--- src/rtl/gpr_wb_arbiter.sv ---
// Register-file write-side producer: buffers EXU and LSU writeback results,
// arbitrates them round-robin onto the single write port, and tracks pending writes.

module gpr_wb_fifo #(
   parameter int FIFO_DEPTH = 2
) (
   input  logic        clock,
   input  logic        reset,
   input  logic        push,
   input  logic        pop,
   input  logic [4:0]  push_rd,
   input  logic [31:0] push_data,
   output logic [4:0]  head_rd,
   output logic [31:0] head_data,
   output logic        not_full,
   output logic        not_empty
);

   localparam int PTR_W = (FIFO_DEPTH > 1) ? $clog2(FIFO_DEPTH) : 1;
   localparam int CNT_W = PTR_W + 1;
   localparam logic [CNT_W-1:0] FULL_COUNT = CNT_W'(FIFO_DEPTH);

   logic [4:0]       rd_mem   [FIFO_DEPTH];
   logic [31:0]      data_mem [FIFO_DEPTH];
   logic [PTR_W-1:0] wptr;
   logic [PTR_W-1:0] rptr;
   logic [CNT_W-1:0] count;

   // Depth is a power of two, so the pointers wrap on their own.
   always_ff @(posedge clock or negedge reset) begin
      if (!reset) begin
         wptr  <= '0;
         rptr  <= '0;
         count <= '0;
      end else begin
         if (push)
            wptr <= wptr + PTR_W'(1);
         if (pop)
            rptr <= rptr + PTR_W'(1);
         count <= count + CNT_W'(push) - CNT_W'(pop);
      end
   end

   always_ff @(posedge clock) begin
      if (push) begin
         rd_mem[wptr]   <= push_rd;
         data_mem[wptr] <= push_data;
      end
   end

   assign head_rd   = rd_mem[rptr];
   assign head_data = data_mem[rptr];
   assign not_full  = (count != FULL_COUNT);
   assign not_empty = (count != '0);

endmodule

module gpr_wb_arbiter #(
   parameter int NR_REG     = 16,
   parameter int FIFO_DEPTH = 2
) (
   input  logic              clock,
   input  logic              reset,
   input  logic              exu_valid,
   output logic              exu_ready,
   input  logic [4:0]        exu_rd,
   input  logic [31:0]       exu_data,
   input  logic              lsu_valid,
   output logic              lsu_ready,
   input  logic [4:0]        lsu_rd,
   input  logic [31:0]       lsu_data,
   output logic              gpr_wen,
   output logic [4:0]        gpr_waddr,
   output logic [31:0]       gpr_wdata,
   input  logic              busy_set,
   input  logic [4:0]        busy_rd,
   output logic [NR_REG-1:0] busy
);

   localparam logic [5:0] REG_LIMIT = 6'(NR_REG);

   typedef enum logic {
      SRC_EXU = 1'b0,
      SRC_LSU = 1'b1
   } src_t;

   src_t              last_grant;
   logic              exu_push, lsu_push;
   logic              exu_not_full, lsu_not_full;
   logic              exu_not_empty, lsu_not_empty;
   logic [4:0]        exu_head_rd, lsu_head_rd;
   logic [31:0]       exu_head_data, lsu_head_data;
   logic              grant_exu, grant_lsu, any_grant;
   logic [4:0]        sel_rd;
   logic [31:0]       sel_data;
   logic              sel_writes;
   logic [NR_REG-1:0] busy_next;

   // Ready is held low during reset and never looks at valid.
   assign exu_ready = reset & exu_not_full;
   assign lsu_ready = reset & lsu_not_full;
   assign exu_push  = exu_valid & exu_ready;
   assign lsu_push  = lsu_valid & lsu_ready;

   gpr_wb_fifo #(.FIFO_DEPTH(FIFO_DEPTH)) u_exu_fifo (
      .clock     (clock),
      .reset     (reset),
      .push      (exu_push),
      .pop       (grant_exu),
      .push_rd   (exu_rd),
      .push_data (exu_data),
      .head_rd   (exu_head_rd),
      .head_data (exu_head_data),
      .not_full  (exu_not_full),
      .not_empty (exu_not_empty)
   );

   gpr_wb_fifo #(.FIFO_DEPTH(FIFO_DEPTH)) u_lsu_fifo (
      .clock     (clock),
      .reset     (reset),
      .push      (lsu_push),
      .pop       (grant_lsu),
      .push_rd   (lsu_rd),
      .push_data (lsu_data),
      .head_rd   (lsu_head_rd),
      .head_data (lsu_head_data),
      .not_full  (lsu_not_full),
      .not_empty (lsu_not_empty)
   );

   always_comb begin
      grant_exu = 1'b0;
      grant_lsu = 1'b0;
      if (exu_not_empty && lsu_not_empty) begin
         if (last_grant == SRC_LSU)
            grant_exu = 1'b1;
         else
            grant_lsu = 1'b1;
      end else if (exu_not_empty) begin
         grant_exu = 1'b1;
      end else if (lsu_not_empty) begin
         grant_lsu = 1'b1;
      end
   end

   assign any_grant  = grant_exu | grant_lsu;
   assign sel_rd     = grant_lsu ? lsu_head_rd : exu_head_rd;
   assign sel_data   = grant_lsu ? lsu_head_data : exu_head_data;
   assign sel_writes = any_grant & (sel_rd != 5'd0) & ({1'b0, sel_rd} < REG_LIMIT);

   // A new busy_set beats the clear from a writeback to the same register.
   always_comb begin
      busy_next = '0;
      for (int r = 1; r < NR_REG; r++) begin
         if (busy_set && (busy_rd == 5'(r)))
            busy_next[r] = 1'b1;
         else if (sel_writes && (sel_rd == 5'(r)))
            busy_next[r] = 1'b0;
         else
            busy_next[r] = busy[r];
      end
   end

   always_ff @(posedge clock or negedge reset) begin
      if (!reset) begin
         gpr_wen    <= 1'b0;
         gpr_waddr  <= '0;
         gpr_wdata  <= '0;
         busy       <= '0;
         last_grant <= SRC_LSU;
      end else begin
         gpr_wen <= sel_writes;
         busy    <= busy_next;
         if (any_grant) begin
            gpr_waddr  <= sel_rd;
            gpr_wdata  <= sel_data;
            last_grant <= grant_lsu ? SRC_LSU : SRC_EXU;
         end
      end
   end

endmodule

--- config.mk ---
export PLATFORM = sky130hd
export DESIGN_NAME = gpr_wb_arbiter
export DESIGN_NICKNAME = d
export VERILOG_FILES = /design/src/rtl/gpr_wb_arbiter.sv
export SDC_FILE = /design/constraint.sdc
export NUM_CORES = 1
export LEC_CHECK = 0
export CELL_PAD_IN_SITES_DETAIL_PLACEMENT = 1
export CELL_PAD_IN_SITES_GLOBAL_PLACEMENT = 1
export CORE_MARGIN = 2
export CORE_UTILIZATION = 44
export DETAILED_ROUTE_END_ITERATION = 8
export MAX_ROUTING_LAYER = met4
export PLACE_DENSITY = 0.84
export SLEW_MARGIN = 40
export SYNTH_ARGS = -nofsm -noshare
export SYNTH_HDL_FRONTEND = slang
export SYNTH_SLANG_ARGS = --single-unit
--- constraint.sdc ---
create_clock -name clock -period 3.44 [get_ports clock]
set_input_delay 0.688 -clock clock [delete_from_list [all_inputs] [get_ports clock]]
set_output_delay 0.688 -clock clock [all_outputs]
set_load 0.1 [all_outputs]
==> results.sh, run 1 <==
export IMPL_status="completed"
export IMPL_drv_slew=0
export IMPL_holdWs_ps=50.1
export IMPL_cts_root_buffer="clkbuf_16"
export IMPL_finalHoldViolCount=0
export IMPL_worst_pin_slew_ps=852
export IMPL_reg2reg_slack_ps=1110
export IMPL_worstPathArrival_ps=2710
export IMPL_num_nets_final=856
export IMPL_antenna_found_initial=0
export IMPL_yosys_area_share_simple_pct=8.52
export IMPL_finalSetupViolations=0
export IMPL_syn_area_um2=8610
export IMPL_die_area_um2=20700
export IMPL_r2r_end="busy[14]$_DFFE_PN0P_"
export IMPL_syn_avg_cell_area_um2=13.7
export IMPL_period_needed_ps=2330
export IMPL_r2r_start="u_exu_fifo.count[1]$_DFF_PN0_"
export IMPL_routabilityCongestion=0.812
export IMPL_ios=140
export IMPL_rsz0062_at_grt="false"
export IMPL_reg2regPathDepth=6
export IMPL_drv_cap=0
export IMPL_endpoint_kind="flop"
export IMPL_worstSetupPathType="flop to flop"
export IMPL_numCtsBuffers=22
export IMPL_syn_inst=626
export IMPL_core_um2=19300
export IMPL_post_route_period_util_pct=67.6
export IMPL_synth_fa_ha_area_share_pct=0.581
export IMPL_cts_path_max_buffers=3
export IMPL_drc=0
export IMPL_die_h_um=144
export IMPL_ys_warn_count=0
export IMPL_vias=5533
export IMPL_grt_pass1_wl_um=33600
export IMPL_fmax_mhz=430
export IMPL_synth_compound_area_share_pct=8.17
export IMPL_layout_drive_gt1_share_pct=19.5
export IMPL_cts_hold_buffers_added=0
export IMPL_synth_nets=714
export IMPL_grt_pass1_vias=6086
export IMPL_gr_total_overflow=0
export IMPL_postCtsSetupRepairBufs=0
export IMPL_synth_top_family_by_area="multiplexers"
export IMPL_synth_xor_area_share_pct=0.814
export IMPL_slew_headroom_pct=42.8
export IMPL_cts_tree="done"
export IMPL_port_buffers=138
export IMPL_cts_resized_gates=0
export IMPL_synth_edf_count=148
export IMPL_totalWireLength_um=21800
export IMPL_synth_seq_cells=210
export IMPL_wl_per_cell_um=20.8
export IMPL_start_kind="flop"
export IMPL_tns_ps=0
export IMPL_clock_skew_ps=15.1
export IMPL_stdcell_count=1049
export IMPL_grt_total_usage_pct=22.0
export IMPL_dp_hpwl_um=14800
export IMPL_drt_pre_antenna_iters=5
export IMPL_die_w_um=144
export IMPL_hold_path_class="input port to async pin"
export IMPL_ys_flop_type="edfxtp_1"
export IMPL_rows=51
export IMPL_place_inst=1009
export IMPL_path_clk_slew_ps=60
export IMPL_worst_ep_required_time_ps=3820
export IMPL_fillers=1933
export IMPL_muxShareOfSynthArea_pct=9.78
export IMPL_yosysUniqueCellTypes=51
export IMPL_htree_num_levels=1
export IMPL_drt_iter0_markers=318
export IMPL_antenna_diode_count=0
export IMPL_clock_sinks=210
export IMPL_ant_nets=0
export IMPL_clk_latency_ps=500
export IMPL_grt_max_degree=63
export IMPL_ys_async_sr_fraction_pct=29.5
export IMPL_seq_area_frac_synth_pct=69.7
export IMPL_critPathMaxFanout=36
export IMPL_start_util_pct=44.5
export IMPL_area_delta_synth_final_pct=25.0
export IMPL_viasPerCell=5.27
-- worst max-delay path by stage --
stage                                       start                              endpoint  slack (ps)  depth (start not counted)
floorplan                                   reset   u_lsu_fifo.data_mem[0][0]$_DFFE_PP_         160                          3
global placement                        exu_valid  u_exu_fifo.data_mem[1][18]$_DFFE_PP_        1010                          3
detailed placement                          reset  u_exu_fifo.data_mem[1][15]$_DFFE_PP_         890                          4
CTS                 u_exu_fifo.count[1]$_DFF_PN0_                  busy[10]$_DFFE_PN0P_        1110                          6
global route        u_exu_fifo.count[1]$_DFF_PN0_                   busy[4]$_DFFE_PN0P_         980                          6
finish              u_exu_fifo.count[1]$_DFF_PN0_                  busy[14]$_DFFE_PN0P_        1110                          6
-- per-layer routing --
metal	vias up	routed length (µm)	track usage, %
li1	2576	-	-
met3	35	1000	3.13
met5	-	0	-
met1	2772	9180	26.9
met4	0	502	6.50
met2	150	11100	38.0
-- per-stage QoR --
step	util, %	instance area (µm²)	setup slack [ps]
after global placement	53.3	10300	1010
after global routing	55.6	10800	982
after CTS	55.6	10800	1110
after floorplan	-	8620	159
final	55.6	10800	1110
after detailed placement	52.1	10100	889
-- cell usage after synthesis, types with 2 or more instances --
library cell / n / area, µm²
o31ai_1: 2 / 15.0
nor4b_1: 3 / 26.3
o32ai_1: 5 / 43.8
nand2b_1: 5 / 31.3
buf_2: 16 / 80.1
nand2_1: 71 / 267
a21boi_0: 2 / 15.0
nor4_1: 2 / 12.5
nor2b_1: 5 / 31.3
and3_1: 4 / 25.0
nand3b_1: 5 / 37.5
a22oi_1: 3 / 22.5
inv_1: 11 / 41.3
o21ai_1: 5 / 25.0
clkbuf_1: 9 / 33.8
a211oi_1: 4 / 30.0
a21oi_1: 36 / 180
mux2_2: 37 / 417
ha_1: 4 / 50.1
nand3_1: 6 / 30.0
nor2_1: 45 / 169
xor2_1: 2 / 17.5
buf_6: 2 / 22.5
a31oi_1: 2 / 12.5
buf_4: 4 / 30.0
dfrtp_1: 61 / 1530
xnor2_1: 6 / 52.6
edfxtp_1: 148 / 4440
mux2i_1: 41 / 410
o21ai_0: 59 / 295
-- critical path: stages, from the launching register on --
cell and delay, ps:
dfrtp_1 490, o21a_4 290, nor2_4 560, buf_12 290
mux2_4 340, o21ai_1 150, nand2_1 80
-- flip-flops by register name, indices dropped and copies added (netlist names) --
| signal | count |
|---|---|
| u_lsu_fifo.data_mem | 64 |
| last_grant | 1 |
| u_lsu_fifo.wptr | 1 |
| u_exu_fifo.rptr | 1 |
| gpr_waddr | 5 |
| u_exu_fifo.rd_mem | 10 |
| u_lsu_fifo.rptr | 1 |
| u_exu_fifo.count | 2 |
| u_lsu_fifo.rd_mem | 10 |
| busy | 15 |
| gpr_wdata | 32 |
| u_lsu_fifo.count | 2 |
| u_exu_fifo.data_mem | 64 |
| gpr_wen | 1 |
| u_exu_fifo.wptr | 1 |
-- final cells by class --
| type | instances | area [µm²] | share of cell area (%) |
|---|---|---|---|
| clock inverter | 12 | 92.6 | 0.861 |
| timing repair buffer | 149 | 1270 | 11.8 |
| clock buffer | 28 | 594 | 5.53 |
| multi-input combinational | 374 | 2430 | 22.6 |
| inverter | 11 | 41.3 | 0.384 |
| sequential | 210 | 6000 | 55.8 |
| tap | 265 | 332 | 3.08 |
-- logic make-up after synthesis --
group / after synthesis
buffers and inverters: 42
XOR/XNOR: 8
flip-flops: 210
AND/OR/NAND/NOR: 157
other: 1
AO/OA/AOI/OAI: 125
adder cells (fa/ha/maj): 4
multiplexers: 79
-- cells in the final DEF, fill, tap and decap left out, drive strengths merged, types with 6 or more instances in the layout --
| master | netlist | layout |
|---|---|---|
| nand3 | 6 | 6 |
| clkdlybuf4s50 | 0 | 82 |
| nor2 | 47 | 47 |
| inv | 11 | 11 |
| o21ai | 64 | 64 |
| nand2 | 71 | 71 |
| mux2i | 41 | 41 |
| clkbuf | 9 | 28 |
| a21oi | 36 | 36 |
| edfxtp | 148 | 148 |
| clkinv | 0 | 10 |
| mux2 | 38 | 38 |
| xnor2 | 6 | 6 |
| buf | 22 | 67 |
| dfrtp | 61 | 61 |
Power of run 1 is left out: the tool's default activity adds up to more than one toggle a clock period on the data nets, which glitch-free logic cannot reach.
==> inputs of run 2 (changes only) <==
clock period = 2.15 ns   (was 3.44 ns; I/O delays follow)
==> results.sh, run 2 (synthesis gave the netlist of run 1 again) <==
export IMPL_drc=0
export IMPL_endpoint_kind="output port"
export IMPL_grt_total_usage_pct=22.4
export IMPL_port_buffers=138
export IMPL_fmax_mhz=497
export IMPL_worstSetupPathType="input port to output port"
export IMPL_cts_path_max_buffers=3
export IMPL_period_needed_ps=2010
export IMPL_ios=140
export IMPL_grt_pass1_wl_um=34300
export IMPL_critPathSlowestCell="dlygate4sd3_1"
export IMPL_hold_path_class="input port to async pin"
export IMPL_cts_resized_gates=0
export IMPL_path_clk_slew_ps=60
export IMPL_clock_sinks=210
export IMPL_clock_skew_ps=20.8
export IMPL_die_w_um=144
export IMPL_worstPathArrival_ps=1580
export IMPL_cts_tree="done"
export IMPL_worst_path_largest_cell_delay_ps=530
export IMPL_layout_commonest_cell="edfxtp_1"
export IMPL_cts_root_buffer="clkbuf_16"
export IMPL_worst_pin_slew_ps=633
export IMPL_final_cell_mix="148 x edfxtp_1, 82 x clkdlybuf4s50_1, 69 x nand2_1, 67 x buf_4, 59 x o21ai_0"
export IMPL_rsz0062_at_grt="false"
export IMPL_top_regs="u_exu_fifo.data_mem x64, u_lsu_fifo.data_mem x64, gpr_wdata x32"
export IMPL_clk_latency_ps=520
export IMPL_drt_pre_antenna_iters=4
export IMPL_slew_headroom_pct=57.8
export IMPL_drt_iter0_markers=274
export IMPL_rows=51
export IMPL_status="completed"
export IMPL_drv_slew=0
export IMPL_die_h_um=144
export IMPL_area_delta_synth_final_pct=28.5
export IMPL_antenna_found_initial=1
export IMPL_finalHoldViolCount=0
export IMPL_grt_pass1_vias=6302
export IMPL_start_kind="input port"
export IMPL_num_nets_final=865
export IMPL_reg2reg_slack_ps=180
export IMPL_layout_drive_gt1_share_pct=20.8
export IMPL_htree_num_levels=1
export IMPL_totalWireLength_um=22300
export IMPL_die_area_um2=20700
export IMPL_viasPerCell=5.34
export IMPL_numCtsBuffers=22
export IMPL_post_route_period_util_pct=93.6
export IMPL_worst_ep_required_time_ps=1720
export IMPL_gr_total_overflow=0
export IMPL_critPathMaxFanout=4
export IMPL_ant_nets=0
export IMPL_drv_cap=0
export IMPL_wl_per_cell_um=21.0
export IMPL_core_um2=19300
export IMPL_routabilityCongestion=0.891
export IMPL_finalSetupViolations=0
export IMPL_postLayoutCoreUtil_pct=57.2
export IMPL_grt_max_degree=62
export IMPL_start_util_pct=44.5
export IMPL_vias=5651
export IMPL_crit_chain="dlygate4sd3_1, buf_4, a21boi_4, buf_12"
export IMPL_dp_hpwl_um=15200
[run 2: worst paths after layout]
path / end / start / cells after the start
max in group asynchronous: u_exu_fifo.count[1]$_DFF_PN0_ / reset / 3
setup / recovery: lsu_ready / reset / 4
hold reg to reg: gpr_wdata[12]$_DFFE_PN0N_ / gpr_wdata[12]$_DFFE_PN0N_ / 2
min in group clock: gpr_wdata[12]$_DFFE_PN0N_ / gpr_wdata[12]$_DFFE_PN0N_ / 2
setup reg to reg: u_exu_fifo.count[1]$_DFF_PN0_ / u_lsu_fifo.count[1]$_DFF_PN0_ / 8
hold / removal: u_exu_fifo.count[0]$_DFF_PN0_ / reset / 2
[run 2: through the flow]
stage               TNS (ps)  instance area, µm²  std cells  setup slack, ps  hold WS (ps)
finish                     0               11100       1059              138           269
global route               0               11100       1058             34.7           259
CTS                        0               11100       1057              132           259
detailed placement         0               10300       1017              190           232
global placement           0               10300       1017              250           229
floorplan             -13070                8660        626             -163           134
[run 2: worst max-delay path, delay by kind of cell]
family	cells	cell delay, ps
buf+inv	3	880
compound gates	1	270
[run 2: layer usage]
metal  up-vias  part of all wire (%)  GRT usage, %
li1       2595                     -             -
met1      2859                    41          26.9
met2       155                    52          38.8
met3        42                   4.8          4.07
met4         0                   2.4          6.71
met5         -                     0             -
[run 2: area by class of cell]
cell class | instances | area, µm²
diodes | 2 | 5.00
clock buffers | 29 | 587
clock inverters | 10 | 159
fillers | 1901 | 8270
inverters | 11 | 41.3
multi-input cells | 374 | 2450
flip-flops and latches | 210 | 6000
well taps | 265 | 332
repair buffers | 158 | 1490
[run 2: what timing repair did]
item | CTS | global route
hold endpoints to repair | 1 | 0
setup endpoints to repair | 0 | 0
setup buffers | 0 | 0
hold buffers | 1 | 0
Power of run 2 is left out for the same reason.
